===== config.mk =====
export PLATFORM = sky130hd
export DESIGN_NAME = rename_table
export DESIGN_NICKNAME = d
export VERILOG_FILES = /design/src/rtl/rename_table.sv
export SDC_FILE = /design/constraint.sdc
export NUM_CORES = 2
export LEC_CHECK = 0
export ABC_AREA = 0
export CAP_MARGIN = 20
export CORE_UTILIZATION = 54
export DETAILED_ROUTE_END_ITERATION = 7
export GPL_ROUTABILITY_DRIVEN = 0
export PLACE_DENSITY = 0.67
export SLEW_MARGIN = 20
export SYNTH_ARGS = -nofsm -noshare
export SYNTH_HDL_FRONTEND = slang
export SYNTH_SLANG_ARGS = --single-unit

===== constraint.sdc =====
create_clock -name clk -period 61.7 [get_ports clk]
set_input_delay 9.255 -clock clk [delete_from_list [all_inputs] [get_ports clk]]
set_output_delay 9.255 -clock clk [all_outputs]
set_load 0.01 [all_outputs]

===== src/rtl/rename_table.sv =====
`default_nettype none
// ============================================================================
//  Module      : rename_table
//  Description : Register alias table with branch checkpoints and a committed
//                map for full-flush recovery.
//  Revision    : 1.0 - initial release
// ============================================================================
module rename_table #(
   parameter int NUM_ARCH = 16,
   parameter int NUM_PHYS = 64,
   parameter int NUM_CP   = 4,
   localparam int AW   = $clog2(NUM_ARCH),
   localparam int PW   = $clog2(NUM_PHYS),
   localparam int CW   = $clog2(NUM_CP),
   localparam int CNTW = $clog2(NUM_CP + 1)
) (
   input  logic          clk,
   input  logic          rst,
   input  logic          rn_valid,
   input  logic [AW-1:0] rn_rs1,
   input  logic [AW-1:0] rn_rs2,
   input  logic [AW-1:0] rn_rd,
   input  logic          rn_use_rd,
   input  logic          rn_branch,
   input  logic [PW-1:0] frl_addr,
   input  logic          frl_empty,
   output logic          rn_stall,
   output logic [PW-1:0] rs1_phys,
   output logic [PW-1:0] rs2_phys,
   output logic          rs1_vld,
   output logic          rs2_vld,
   output logic [PW-1:0] rd_phys,
   output logic [PW-1:0] rd_old_phys,
   output logic          rd_old_vld,
   output logic [CW-1:0] cp_id,
   input  logic          br_valid,
   input  logic          br_mispredict,
   input  logic          cm_valid,
   input  logic [AW-1:0] cm_rd,
   input  logic [PW-1:0] cm_phys,
   input  logic          flush,
   output logic          cp_full,
   output logic          cp_empty
);

   localparam logic [CNTW-1:0] c_cnt_full = CNTW'(NUM_CP);

   logic          r_spec_vld  [NUM_ARCH];
   logic [PW-1:0] r_spec_phys [NUM_ARCH];
   logic          r_com_vld   [NUM_ARCH];
   logic [PW-1:0] r_com_phys  [NUM_ARCH];
   logic          r_cp_vld    [NUM_CP][NUM_ARCH];
   logic [PW-1:0] r_cp_phys   [NUM_CP][NUM_ARCH];
   logic [CW-1:0]   r_head;
   logic [CW-1:0]   r_tail;
   logic [CNTW-1:0] r_cnt;

   logic w_br_ok;
   logic w_restore;
   logic w_pop;
   logic w_fire;
   logic w_alloc;
   logic w_wr_rd;

   function automatic logic [CW-1:0] ptr_inc(input logic [CW-1:0] p);
      return (p == CW'(NUM_CP - 1)) ? '0 : p + CW'(1);
   endfunction

   assign cp_full  = (r_cnt == c_cnt_full);
   assign cp_empty = (r_cnt == '0);

   assign rn_stall = rn_valid & (flush | (br_valid & br_mispredict) |
                                 (rn_use_rd & frl_empty) | (rn_branch & cp_full));
   assign w_fire   = rn_valid & ~rn_stall;
   assign w_wr_rd  = w_fire & rn_use_rd;
   assign w_alloc  = w_fire & rn_branch;

   // A resolve with no outstanding checkpoint is dropped.
   assign w_br_ok   = br_valid & ~cp_empty;
   assign w_restore = w_br_ok & br_mispredict;
   assign w_pop     = w_br_ok & ~br_mispredict;

   assign rs1_phys    = r_spec_phys[rn_rs1];
   assign rs1_vld     = r_spec_vld[rn_rs1];
   assign rs2_phys    = r_spec_phys[rn_rs2];
   assign rs2_vld     = r_spec_vld[rn_rs2];
   assign rd_phys     = frl_addr;
   assign rd_old_phys = r_spec_phys[rn_rd];
   assign rd_old_vld  = r_spec_vld[rn_rd];
   assign cp_id       = r_tail;

   always_ff @(posedge clk or posedge rst) begin
      if (rst) begin
         for (int i = 0; i < NUM_ARCH; i++) begin
            r_spec_vld[i]  <= 1'b0;
            r_spec_phys[i] <= '0;
            r_com_vld[i]   <= 1'b0;
            r_com_phys[i]  <= '0;
            for (int c = 0; c < NUM_CP; c++) begin
               r_cp_vld[c][i]  <= 1'b0;
               r_cp_phys[c][i] <= '0;
            end
         end
         r_head <= '0;
         r_tail <= '0;
         r_cnt  <= '0;
      end else begin
         if (cm_valid) begin
            r_com_vld[cm_rd]  <= 1'b1;
            r_com_phys[cm_rd] <= cm_phys;
         end

         if (flush) begin
            // The committed map seen by a flush already includes this cycle's commit.
            for (int i = 0; i < NUM_ARCH; i++) begin
               if (cm_valid && cm_rd == AW'(i)) begin
                  r_spec_vld[i]  <= 1'b1;
                  r_spec_phys[i] <= cm_phys;
               end else begin
                  r_spec_vld[i]  <= r_com_vld[i];
                  r_spec_phys[i] <= r_com_phys[i];
               end
            end
            r_head <= '0;
            r_tail <= '0;
            r_cnt  <= '0;
         end else if (w_restore) begin
            for (int i = 0; i < NUM_ARCH; i++) begin
               r_spec_vld[i]  <= r_cp_vld[r_head][i];
               r_spec_phys[i] <= r_cp_phys[r_head][i];
            end
            r_head <= '0;
            r_tail <= '0;
            r_cnt  <= '0;
         end else begin
            if (w_wr_rd) begin
               r_spec_vld[rn_rd]  <= 1'b1;
               r_spec_phys[rn_rd] <= frl_addr;
            end
            if (w_alloc) begin
               for (int i = 0; i < NUM_ARCH; i++) begin
                  if (w_wr_rd && rn_rd == AW'(i)) begin
                     r_cp_vld[r_tail][i]  <= 1'b1;
                     r_cp_phys[r_tail][i] <= frl_addr;
                  end else begin
                     r_cp_vld[r_tail][i]  <= r_spec_vld[i];
                     r_cp_phys[r_tail][i] <= r_spec_phys[i];
                  end
               end
               r_tail <= ptr_inc(r_tail);
            end
            if (w_pop) begin
               r_head <= ptr_inc(r_head);
            end
            if (w_alloc && !w_pop) begin
               r_cnt <= r_cnt + CNTW'(1);
            end else if (w_pop && !w_alloc) begin
               r_cnt <= r_cnt - CNTW'(1);
            end
         end
      end
   end

`ifndef SYNTHESIS
   always @(posedge clk) begin
      if (!rst) begin
         assert (!(br_valid && cp_empty));
      end
   end
`endif

endmodule
`default_nettype wire


==> impl_metrics.toml <==
[yosys]
netlist_area_mm2 = 0.0368
synth_area_leaders = "dfrtp_1, a21oi_1, mux4_2, mux2_2, a31oi_1"
synth_flop_cell = "dfrtp_1"
synth_cell_types = 69
synth_largest_area_cell = "dfrtp_1"
syn_inst = 3572
synth_nets = 3617
async_reset_ff_frac = 1.00
synth_seq_cells = 679
syn_area_per_cell_um2 = 10.3
synth_edf_count = 0
synth_top_area_frac = 0.461
ys_seq_area_frac = 0.461
yosysWarningCount = 0

[routing]
viasPerCell = 7.62
drt_iter0_drc = 5927
wirelength_mm = 145
drt_pass1_iterations = 6
vias = 32800
drtAntennaViolNets = 0
drcViolationCount = 0
wl_per_cell_um = 33.6

[clocking]
post_cts.repair.setup_buffers = 0
cts_buffers = 74
root_buffer = "clkbuf_16"
cts.path.max_buffers = 3
cts_resized = 0
cts_max_level = 3
clk_latency_ns = 0.64
cts_tree = "yes"
clock_sinks = 679
clkTransAtPathRegs_ns = 0.06
cts_hold_buf = 0

[status]
status = "completed"

[layout]
final_layout_size_suffix_gt1_frac = 0.175
fillers = 5434
area_growth_pct = 8.35
final_area_mm2 = 0.0399
fin_nets = 3416

[worst_hold_path]
hold_depth = 1
hp-class = "reg -> reg"

[placement]
preCtsSetupSlack_ns = 40.89
dp_hpwl_mm = 87.1
placed_area_mm2 = 0.0374
port_buffers = 69

[floorplan]
start_util = 0.547
coreArea_mm2 = 0.0674
ioPinCount = 70
rows = 95
die-area_mm2 = 0.0693
die_w_um = 263
die_y_um = 263

[setup_path]
end_kind = "primary output"
cp-endpoint = "rd_old_phys[3]"
path_max_fanout = 44
rrSetupSlack_ns = 56.43
start_kind = "input port"
critPathArrivalTime_ns = 11.58
path_class = "in -> out"
reg2reg_depth = 7
required_ns = 52.44
r2r-start = "r_cnt[2]$_DFFE_PP0P_"
startpoint = "rn_rd[0]"
r2r-end = "r_cp_vld[35]$_DFFE_PP0P_"

[flow_run]
max_cap_violations = 0

[global_route]
antenna_found_initial = 6
grt_pass1_wl_mm = 214
grt.total_usage = 0.416
grt_max_degree = 159
grt_pass1_vias = 32500
overflow = 0

[timing]
setup_slack_ns = 40.86
max_slew_margin = 0.165
slew_violations = 0
fmax_mhz = 48.0
rsz0062_at_grt = "false"
setup_viol = 0
finalHoldViolCount = 0
min_period_ns = 20.84
fin_setup_tns_ns = 0
finalCritPeriodShare = 0.338
clock_skew_ns = 0.0297
worst_pin_slew_ns = 1.25

[power]
leakage_nw = 16.0
p_per_area_mw_per_mm2 = 35.3
ir_drop_mv = 0.0178
total_power_mw = 1.41
[layout by cell type (no fill, tap or decap), types with 51 or more instances in the layout]
cell / count
nor2_1: 70
clkbuf_16: 76
a21oi_1: 1025
nand2_1: 280
mux4_2: 217
clkdlybuf4s50_1: 61
a41oi_1: 56
nor3_1: 51
o21ai_0: 80
mux2_2: 121
buf_4: 71
inv_1: 64
a31oi_1: 182
dfrtp_1: 677
[area by class of cell]
class                      count  area [um2]  area share
multi-input combinational   2403       17800       0.446
sequential                   679       17000       0.426
clock buffer                 108        2200      0.0552
antenna                       11        27.5    0.000689
tap                          873        1090      0.0274
timing repair buffer         147        1290      0.0324
clock inverter                23         258     0.00646
inverter                      66         255     0.00639
[layer usage]
layer | wire (um) | vias to the layer above | GRT usage
met5 | 35 | - | 0.00208
met4 | 8800 | 6 | 0.238
met3 | 23600 | 645 | 0.178
met2 | 60900 | 2922 | 0.577
met1 | 51500 | 16300 | 0.543
li1 | - | 12900 | -
[report_power, final]
group	total (mW)	switching, mW	leakage, nW	internal, mW
registers	0.627	0.0904	8.61	0.536
logic	0.323	0.169	6.17	0.154
clock network	0.458	0.193	1.22	0.265
total	1.41	0.453	16.0	0.956
[state kept, by name, summed over array words and instances (netlist names)]
register     flops
r_com_vld       16
r_spec_phys     96
r_cnt            3
r_spec_vld      16
r_head           2
r_cp_phys      384
r_com_phys      96
cp_id            2
r_cp_vld        64
[cell usage after synthesis (5+ instances only)]
cell and count:
a21oi_1 1025, a22o_1 26, a22oi_1 7, a2bb2oi_1 13, a31oi_1 182, a32o_1 8, a41oi_1 56, and2_1 20
and3_1 6, and4_1 17, buf_1 25, buf_2 162, buf_4 39, buf_6 8, clkbuf_1 185, clkbuf_2 5
dfrtp_1 679, ha_1 6, inv_1 66, mux2_2 121, mux2i_1 30, mux4_2 217, nand2_1 282, nand2b_1 19
nand3_1 10, nand4_1 20, nor2_1 73, nor3_1 55, o21a_1 12, o21ai_0 80, o2bb2ai_1 25, o31ai_1 6
or2_2 9, or3_1 16
[critical path, stage by stage]
cell and delay (ns):
buf_2 0.08, buf_4 0.54, mux4_2 0.60, mux4_2 0.52, clkdlybuf4s50_1 0.50
[worst min-delay path by stage]
stage | from | endpoint
after floorplan | r_com_vld[10]$_DFFE_PP0P_ | r_com_vld[10]$_DFFE_PP0P_
after global placement | r_com_vld[4]$_DFFE_PP0P_ | r_com_vld[4]$_DFFE_PP0P_
after detailed placement | r_com_vld[2]$_DFFE_PP0P_ | r_com_vld[2]$_DFFE_PP0P_
after CTS | r_com_vld[4]$_DFFE_PP0P_ | r_com_vld[4]$_DFFE_PP0P_
after global routing | r_com_vld[2]$_DFFE_PP0P_ | r_com_vld[2]$_DFFE_PP0P_
final | r_com_vld[4]$_DFFE_PP0P_ | r_com_vld[4]$_DFFE_PP0P_
[metrics by stage]
stage,hold WS (ns),utilization,instances
2_1_floorplan,0.427,-,3572
3_3_place_gp,0.443,0.554,4164
3_5_place_dp,0.440,0.554,4165
4_1_cts,0.464,0.591,4296
5_1_grt,0.476,0.592,4299
6_report,0.462,0.592,4310
[logic make-up (layout without fill, tap and decap cells)]
kind of cell,Yosys count,in the layout,share of synthesized area
AO/OA/AOI/OAI,1461,1461,0.221
XOR/XNOR,2,2,0.000475
adder cells (fa/ha/maj),7,7,0.00258
buffers and inverters,490,344,0.0612
flip-flops,679,679,0.461
multiplexers,369,369,0.178
other,0,11,0
AND/OR/NAND/NOR,564,564,0.0752
Note: power is estimated with default switching activity, not from simulation.
